**src/rtl/bcd_7seg_scan.sv**
```systemverilog
// Four-digit multiplexed seven-segment driver with a double-buffered digit capture,
// leading-zero blanking and registered pin outputs.
module bcd_7seg_scan #(
   parameter int CLK_FREQ_HZ = 100000000,
   parameter int DIGIT_HZ    = 1000,
   parameter int ACTIVE_LOW  = 1,
   parameter int LZ_BLANK    = 1
) (
   input  logic       clk,
   input  logic       rst_n,
   input  logic [3:0] ones,
   input  logic [3:0] tens,
   input  logic [3:0] hundreds,
   input  logic [3:0] thousands,
   input  logic       load,
   input  logic       blank_all,
   output logic [3:0] an,
   output logic [6:0] seg,
   output logic       dp,
   output logic       frame_done
);

   localparam int DIV_RAW = CLK_FREQ_HZ / DIGIT_HZ;
   localparam int DIV     = (DIV_RAW < 2) ? 2 : DIV_RAW;
   localparam int PW      = $clog2(DIV);
   localparam logic [PW-1:0] PMAX = PW'(DIV - 1);

   localparam logic [3:0] AN_OFF  = (ACTIVE_LOW != 0) ? 4'hF : 4'h0;
   localparam logic [6:0] SEG_OFF = (ACTIVE_LOW != 0) ? 7'h7F : 7'h00;
   localparam logic       DP_OFF  = (ACTIVE_LOW != 0);

   logic [PW-1:0] prescaler;
   logic [1:0]    idx;
   logic [3:0]    pend [4];
   logic [3:0]    disp [4];
   logic          pend_valid;

   logic          tick;
   logic          frame_end;
   logic [3:0]    cur_digit;
   logic          bk1, bk2, bk3;
   logic [3:0]    an_en;
   logic [3:0]    an_hi;
   logic [6:0]    seg_hi;

   function automatic logic [6:0] decode(input logic [3:0] d);
      case (d)
         4'd0:    decode = 7'h3F;
         4'd1:    decode = 7'h06;
         4'd2:    decode = 7'h5B;
         4'd3:    decode = 7'h4F;
         4'd4:    decode = 7'h66;
         4'd5:    decode = 7'h6D;
         4'd6:    decode = 7'h7D;
         4'd7:    decode = 7'h07;
         4'd8:    decode = 7'h7F;
         4'd9:    decode = 7'h6F;
         default: decode = 7'h40;
      endcase
   endfunction

   assign tick      = (prescaler == PMAX);
   assign frame_end = tick && (idx == 2'd3);

   // Blanking is judged on what is being displayed, never on the pending buffer.
   always_comb begin
      cur_digit = disp[idx];
      bk3       = (disp[3] == 4'd0);
      bk2       = bk3 && (disp[2] == 4'd0);
      bk1       = bk2 && (disp[1] == 4'd0);
      if (LZ_BLANK != 0) an_en = {~bk3, ~bk2, ~bk1, 1'b1};
      else               an_en = 4'hF;
      an_hi  = (4'b0001 << idx) & an_en & {4{~blank_all}};
      seg_hi = decode(cur_digit);
   end

   always_ff @(posedge clk or negedge rst_n) begin
      if (!rst_n) begin
         prescaler <= '0;
         idx       <= 2'd0;
      end else begin
         prescaler <= tick ? '0 : prescaler + PW'(1);
         if (tick) idx <= idx + 2'd1;
      end
   end

   // A load on the boundary cycle bypasses the pending buffer.
   always_ff @(posedge clk or negedge rst_n) begin
      if (!rst_n) begin
         for (int i = 0; i < 4; i++) begin
            pend[i] <= 4'd0;
            disp[i] <= 4'd0;
         end
         pend_valid <= 1'b0;
         frame_done <= 1'b0;
      end else begin
         frame_done <= frame_end;
         if (frame_end) begin
            pend_valid <= 1'b0;
            if (load) begin
               disp[0] <= ones;
               disp[1] <= tens;
               disp[2] <= hundreds;
               disp[3] <= thousands;
            end else if (pend_valid) begin
               for (int i = 0; i < 4; i++) disp[i] <= pend[i];
            end
         end else if (load) begin
            pend[0]    <= ones;
            pend[1]    <= tens;
            pend[2]    <= hundreds;
            pend[3]    <= thousands;
            pend_valid <= 1'b1;
         end
      end
   end

   always_ff @(posedge clk or negedge rst_n) begin
      if (!rst_n) begin
         an  <= AN_OFF;
         seg <= SEG_OFF;
         dp  <= DP_OFF;
      end else begin
         an  <= (ACTIVE_LOW != 0) ? ~an_hi : an_hi;
         seg <= (ACTIVE_LOW != 0) ? ~seg_hi : seg_hi;
         dp  <= DP_OFF;
      end
   end

endmodule
```
**config.mk**
```make
export PLATFORM = sky130hd
export DESIGN_NAME = bcd_7seg_scan
export DESIGN_NICKNAME = d
export VERILOG_FILES = /design/src/rtl/bcd_7seg_scan.sv
export SDC_FILE = /design/constraint.sdc
export NUM_CORES = 1
export LEC_CHECK = 0
export BUFFER_PORTS_ARGS = -buffer_cell sky130_fd_sc_hd__buf_2
export CORE_ASPECT_RATIO = 2
export CORE_UTILIZATION = 58
export DETAILED_ROUTE_END_ITERATION = 12
export PLACE_DENSITY = 0.82
export SLEW_MARGIN = 0
export SYNTH_ARGS = -nofsm -noshare
export SYNTH_HDL_FRONTEND = slang
export SYNTH_SLANG_ARGS = --single-unit
```
**constraint.sdc**
```tcl
create_clock -name clk -period 2.26 [get_ports clk]
set_input_delay 0.339 -clock clk [delete_from_list [all_inputs] [get_ports clk]]
set_output_delay 0.339 -clock clk [all_outputs]
set_load 0.005 [all_outputs]
```
==> results of run 1 <==
==> kinds of logic (layout without fill, tap and decap cells) <==
kind of cell / count (synthesis) / in the layout / synth area share, %
AND/OR/NAND/NOR: 83 / 83 / 15.6
flip-flops: 64 / 64 / 52.8
AO/OA/AOI/OAI: 41 / 41 / 9.17
buffers and inverters: 33 / 78 / 4.95
multiplexers: 21 / 21 / 9.21
XOR/XNOR: 14 / 14 / 4.01
adder cells (fa/ha/maj): 10 / 10 / 4.09
other: 1 / 1 / 0.123
==> flip-flops by register name (all words and copies together) (netlist names) <==
name / cells
an: 4
disp: 16
frame_done: 1
idx: 2
pend: 16
pend_valid: 1
prescaler: 17
seg: 7
==> path summary, 6_finish.rpt <==
check / start / to / cells past startpoint
min in group asynchronous: rst_n / pend[8] / 3
max: prescaler[0] / pend[15] / 6
min reg2reg: pend[10] / pend[10] / 1
max reg2reg: prescaler[0] / pend[15] / 6
min: tens[0] / pend[8] / 2
max in group asynchronous: rst_n / an[1] / 3
==> power groups by stage <==
stage	Combinational [uW]	Sequential, uW	Clock (uW)
2_1_floorplan	113	1250	0
3_3_place_gp	193	1250	0
3_5_place_dp	202	1260	0
4_1_cts	205	1240	886
5_1_grt	228	1240	933
6_report	202	1240	853
==> what timing repair did <==
item	4_1_cts	5_1_grt
hold buffers	1	0
endpoints found under the setup margin	0	0
endpoints found under the hold margin	9	0
==> metal layers <==
metal  vias to the layer above  part of all wire (%)  global-route usage [%]
met4                         0                   6.4                    20.9
met1                      1068                    33                    26.1
met2                        70                    57                    47.1
met5                         -                     0                       0
met3                        36                   3.7                    7.13
li1                       1026                     -                       -
==> cell usage in the layout (no fill, tap or decap), types with 2 or more instances in the layout <==
cell type  netlist  layout
a21oi_1          4       4
a2bb2oi_1       16      16
and2_1           2       2
and3_1           4       4
and4_1           2       2
and4b_1          2       2
buf_12           0       2
buf_2            1      31
buf_4            1       7
clkbuf_1         7       5
clkbuf_8         0      11
dfrtp_1         53      53
dfstp_2         11      11
ha_1            10      10
inv_1           21      21
mux2_2          17      17
mux4_2           4       4
nand2_1          9       9
nand2b_1         2       2
nand3_1         26      26
nand3b_1         3       3
nand4_1          6       6
nor2_1          11      11
nor2b_1          3       3
nor4_1           4       4
o21ai_0         18      18
or3_1            2       2
xnor2_1          6       6
xor2_1           8       8
==> through the flow <==
| step | hold slack, ps | setup slack [ps] | total power, uW |
|---|---|---|---|
| 2_1_floorplan | 43.4 | 330 | 1360 |
| 3_3_place_gp | 373 | 222 | 1450 |
| 3_5_place_dp | 373 | 166 | 1460 |
| 4_1_cts | 221 | 134 | 2330 |
| 5_1_grt | 235 | 45.1 | 2410 |
| 6_report | 243 | 135 | 2290 |
==> final cells by class <==
| class | instances | area (sq um) |
|---|---|---|
| inverter | 21 | 78.8 |
| tap | 58 | 72.6 |
| clock buffer | 16 | 170 |
| sequential | 64 | 1620 |
| multi-input combinational | 170 | 1290 |
| timing repair buffer | 41 | 258 |
| fill | 392 | 1610 |
==> key figures, run 1 <==
Floorplan
  – Die footprint: 0.00558 sq mm
  – Starting Density: 60.0%
  – Die Span Y: 105 um
  – Die width: 53.3 um
  – # rows: 37
  – Placeable Area: 0.00509 sq mm
  – I/O Pins: 33

Power and ir drop
  – Logic gate share of total power: 8.8%
  – Part of the power in registers: 54.0%
  – PwrDens: 658 mW/mm^2
  – Leakage: 0.00161 uW
  – P_int: 1770 uW
  – Clk network pwr share: 37.2%
  – Switching Fraction: 23.1%
  – NetSw: 529 uW
  – VDD IR-drop max: 0.604 mV

Global routing
  – GR Overflow Total: 0
  – Tot GR Track Use: 27.6%
  – Initial antenna violation count: 0
  – Largest net degree at the start of global routing: 65
  – Vias in the first global route: 2324
  – First-pass GRT wire length: 10800 um

Synth
  – Mean Syn Cell Area: 11.5 sq um
  – Ys Warns: 0
  – Main synth FF type: dfrtp_1
  – Post-synth ARST share: 100%
  – Synth area leader: dfrtp_1
  – Top post-synthesis cells by count: dfrtp_1 (53), nand3_1 (26), inv_1 (21)
  – #FFs+latches synth: 64
  – Main area contributors after synthesis: dfrtp_1 (43%), dfstp_2 (9.5%), mux2_2 (6.3%)
  – Area share of the largest cell type after synthesis: 43.4%
  – Top-count cell post-synth: dfrtp_1
  – Synth Cell Area: 0.00306 sq mm
  – Syn_nets: 297
  – Post-synth EDFFs: 0
  – Sequential area share after synthesis: 52.8%
  – Post-Synthesis Cells: 267
  – Yosys cell types: 39

Worst setup path
  – Worst path slowest cell: dfrtp_1
  – CP Launch Type: flip-flop
  – R2r setup slk: 140 ps
  – CP top delay family: flip-flops
  – Crit path capture type: flip-flop
  – Critical path fanouts, max: 16
  – Worst Path Buf+Inv: 1
  – Critical path, cell by cell: ha_1 > and2_1 > nand4_2 > o21ai_4 > buf_12 > mux2_2
  – WP data arrival: 2350 ps
  – Crit path kind: reg -> reg
  – Critical path required time: 2480 ps
  – Max incr delay on CP: 500 ps

Drt
  – Routed WL per cell: 17.2 um
  – Initial DRC count: 69
  – Vias: 2200
  – Total iterations of the first detailed-routing run: 4
  – Aggregate routed wire length: 6360 um
  – Post-route ant nets: 0
  – Residual DRC: 0
  – Vias/cell: 5.95

Timing
  – Final period utilization: 94.0%
  – RSZ-0062 raised after global routing: false
  – Fmax: 471 MHz
  – Final Setup Violations: 0
  – Pins Over Slew Limit: 0
  – Tmin final: 2120 ps
  – Final Hold Viols: 0
  – Fin Clk Skew: 4.34 ps
  – TNS Setup: 0 ps

Clocking
  – # Post-CTS Setup Buffers: 0
  – Clock buffer count from CTS: 9
  – CTS HTree Levels: 3
  – Clk slew on worst S/H paths: 60 ps
  – Resized Gates After CTS: 0
  – Clk sinks: 64
  – CTS root buffer: clkbuf_8
  – CTS tree: done
  – CTS Buffer Depth: 2
  – Worst skew pair latency: 340 ps

Placement
  – IO buf count: 31
  – Area after DPL: 0.00331 sq mm
  – Placed cell count: 353
  – Gpl congestion: 0.764
  – Post-DP HPWL: 4590 um

Outcome
  – Outcome: complete, no violations

Cells and area
  – Area delta synth->final: 14.0%
  – Final non-filler cell total: 370
  – Design area: 0.00349 sq mm
  – Nets: 337
  – Layout cells sized above 1: 28.2%
  – Post-layout util: 68.5%
  – Diode count: 0

Hold path
  – Worst Hold Class: in -> reg

Flow run
  – Max Cap Viol: 0
(Power assumes the default switching activity.)
==> inputs of run 2 (changes only) <==
Settings changed: CORE_UTILIZATION 58 to 60, CTS_BUF_LIST set to sky130_fd_sc_hd__clkbuf_8, PLACE_DENSITY 0.82 to 0.84.
==> run 2 against run 1 <==
Effect of this change: clock-buffer cell count decreased by 6; clock skew about the same; largest power group unchanged; first-iteration DRC count fell by 30%; combinational power about the same; critical path type unchanged; hold slack got worse by 5.7 ps; highest routed layer unchanged.
==> key figures, run 2 (same netlist as run 1, synthesis figures left out) <==
Drt
  – Vias/cell: 5.81
  – Initial DRC count: 48
  – Routed WL per cell: 17.5 um
  – Post-route ant nets: 0
  – Aggregate routed wire length: 6490 um
  – Vias: 2149
  – Total iterations of the first detailed-routing run: 4
  – Residual DRC: 0

Power and ir drop
  – PwrDens: 643 mW/mm^2
  – Clk network pwr share: 35.7%
  – Logic gate share of total power: 9.0%
  – Switching Fraction: 23.9%
  – Part of the power in registers: 55.3%
  – P_int: 1700 uW
  – Leakage: 0.00163 uW
  – NetSw: 534 uW
  – VDD IR-drop max: 0.554 mV

Placement
  – IO buf count: 31
  – Gpl congestion: 0.826
  – Post-DP HPWL: 4770 um
  – Pre-CTS WS: 165 ps
  – Placed cell count: 355

Worst setup path
  – Reg-to-Reg Start: prescaler[0]
  – WP data arrival: 2340 ps
  – Crit path to: pend[12]
  – Crit path capture type: flip-flop
  – R2r endpoint: pend[12]
  – R2R depth: 6
  – CP Launch Type: flip-flop
  – Critical path fanouts, max: 16
  – Crit path from: prescaler[0]
  – Crit path kind: reg -> reg
  – Critical path required time: 2490 ps
  – R2r setup slk: 150 ps

Cells and area
  – Most frequent cells in the layout: dfrtp_1 (53), buf_2 (31), nand3_1 (26)
  – Layout cells sized above 1: 29.1%
  – Most common cell after layout, fill and taps aside: dfrtp_1
  – Final non-filler cell total: 370
  – Nets: 340
  – Layout fillers: 367
  – Diode count: 0
  – Area delta synth->final: 13.7%
  – Largest reg by FF count: prescaler
  – Max reg flops: 17
  – Largest regs: prescaler (17), disp (16), pend (16)

Clocking
  – CTS root buffer: clkbuf_8
  – Clock buffer count from CTS: 9
  – Worst skew pair latency: 350 ps
  – Clk slew on worst S/H paths: 60 ps
  – CTS HTree Levels: 3
  – CTS Buffer Depth: 2
  – CTS tree: done
  – Clk sinks: 64

Timing
  – Fmax: 475 MHz
  – TNS Setup: 0 ps
  – Pins Over Slew Limit: 0
  – Fin worst setup slack: 153 ps
  – RSZ-0062 raised after global routing: false
  – Final Hold Viols: 0
  – Worst hold margin: 238 ps
  – Tmin final: 2110 ps
  – Final period utilization: 93.2%
  – Final Setup Violations: 0
  – Fin Clk Skew: 4.13 ps

Floorplan
  – Die width: 52.5 um
  – Die footprint: 0.00540 sq mm
  – Placeable Area: 0.00486 sq mm
  – Starting Density: 62.9%
  – I/O Pins: 33
  – # rows: 36
  – Die Span Y: 103 um

Hold path
  – Hold Path Cell Cnt: 2
  – Worst Hold Class: in -> reg

Flow run
  – Max Cap Viol: 0

Global routing
  – GR Overflow Total: 0
  – Vias in the first global route: 2236
  – Largest net degree at the start of global routing: 33
  – Met3 usage: 7.37%
  – Routing usage on met2: 49.3%
  – GR peak layer: met2
  – Tot GR Track Use: 27.8%
  – Grt met1 use: 27.5%
  – Initial antenna violation count: 0
  – First-pass GRT wire length: 10400 um

Outcome
  – Outcome: complete, no violations
## run 2: area by class of cell
class	count	area (sq um)	share of cell area, %
well taps	57	71.3	2.05
clock buffers	10	138	3.96
clock inverters	4	16.3	0.468
flip-flops and latches	64	1620	46.4
multi-input cells	170	1290	37.1
inverters	21	78.8	2.27
repair buffers	44	268	7.70
## run 2: power by group through the flow
| stage | Combinational [uW] | Clock, uW | Sequential, uW |
|---|---|---|---|
| after floorplan | 113 | 0 | 1250 |
| after global placement | 192 | 0 | 1250 |
| after detailed placement | 202 | 0 | 1260 |
| after CTS | 204 | 816 | 1240 |
| after global routing | 228 | 863 | 1240 |
| final | 201 | 799 | 1240 |
## run 2: worst min path at each step
stage,from,end
2_1_floorplan,rst_n,disp[0]
3_3_place_gp,rst_n,pend[12]
3_5_place_dp,rst_n,pend[12]
4_1_cts,ones[1],pend[13]
5_1_grt,thousands[0],pend[0]
6_report,blank_all,an[0]
## run 2: layer usage
layer  routed length, um  vias to the layer above
li1                    -                     1024
met1                2220                     1052
met2                3750                       51
met3                 198                       22
met4                 315                        0
met5                   0                        -
## run 2: critical path, stage by stage, from the launching register on
cell and delay [ps]:
dfrtp_1 480, ha_1 300, and2_1 250, nand4_2 220, o21ai_4 220, buf_12 170, mux2_2 340
## run 2: per-stage QoR
step                util [%]  area, sq um  power (uW)
floorplan                  -         3060        1360
global placement        68.1         3310        1450
detailed placement      68.1         3310        1460
CTS                     71.5         3480        2260
global route            71.5         3480        2330
finish                  71.5         3480        2240
## run 2: timing repair
action,4_1_cts,5_1_grt
setup buffers,0,0
hold buffers,1,0
hold endpoints to repair,19,0
resized for setup,0,0
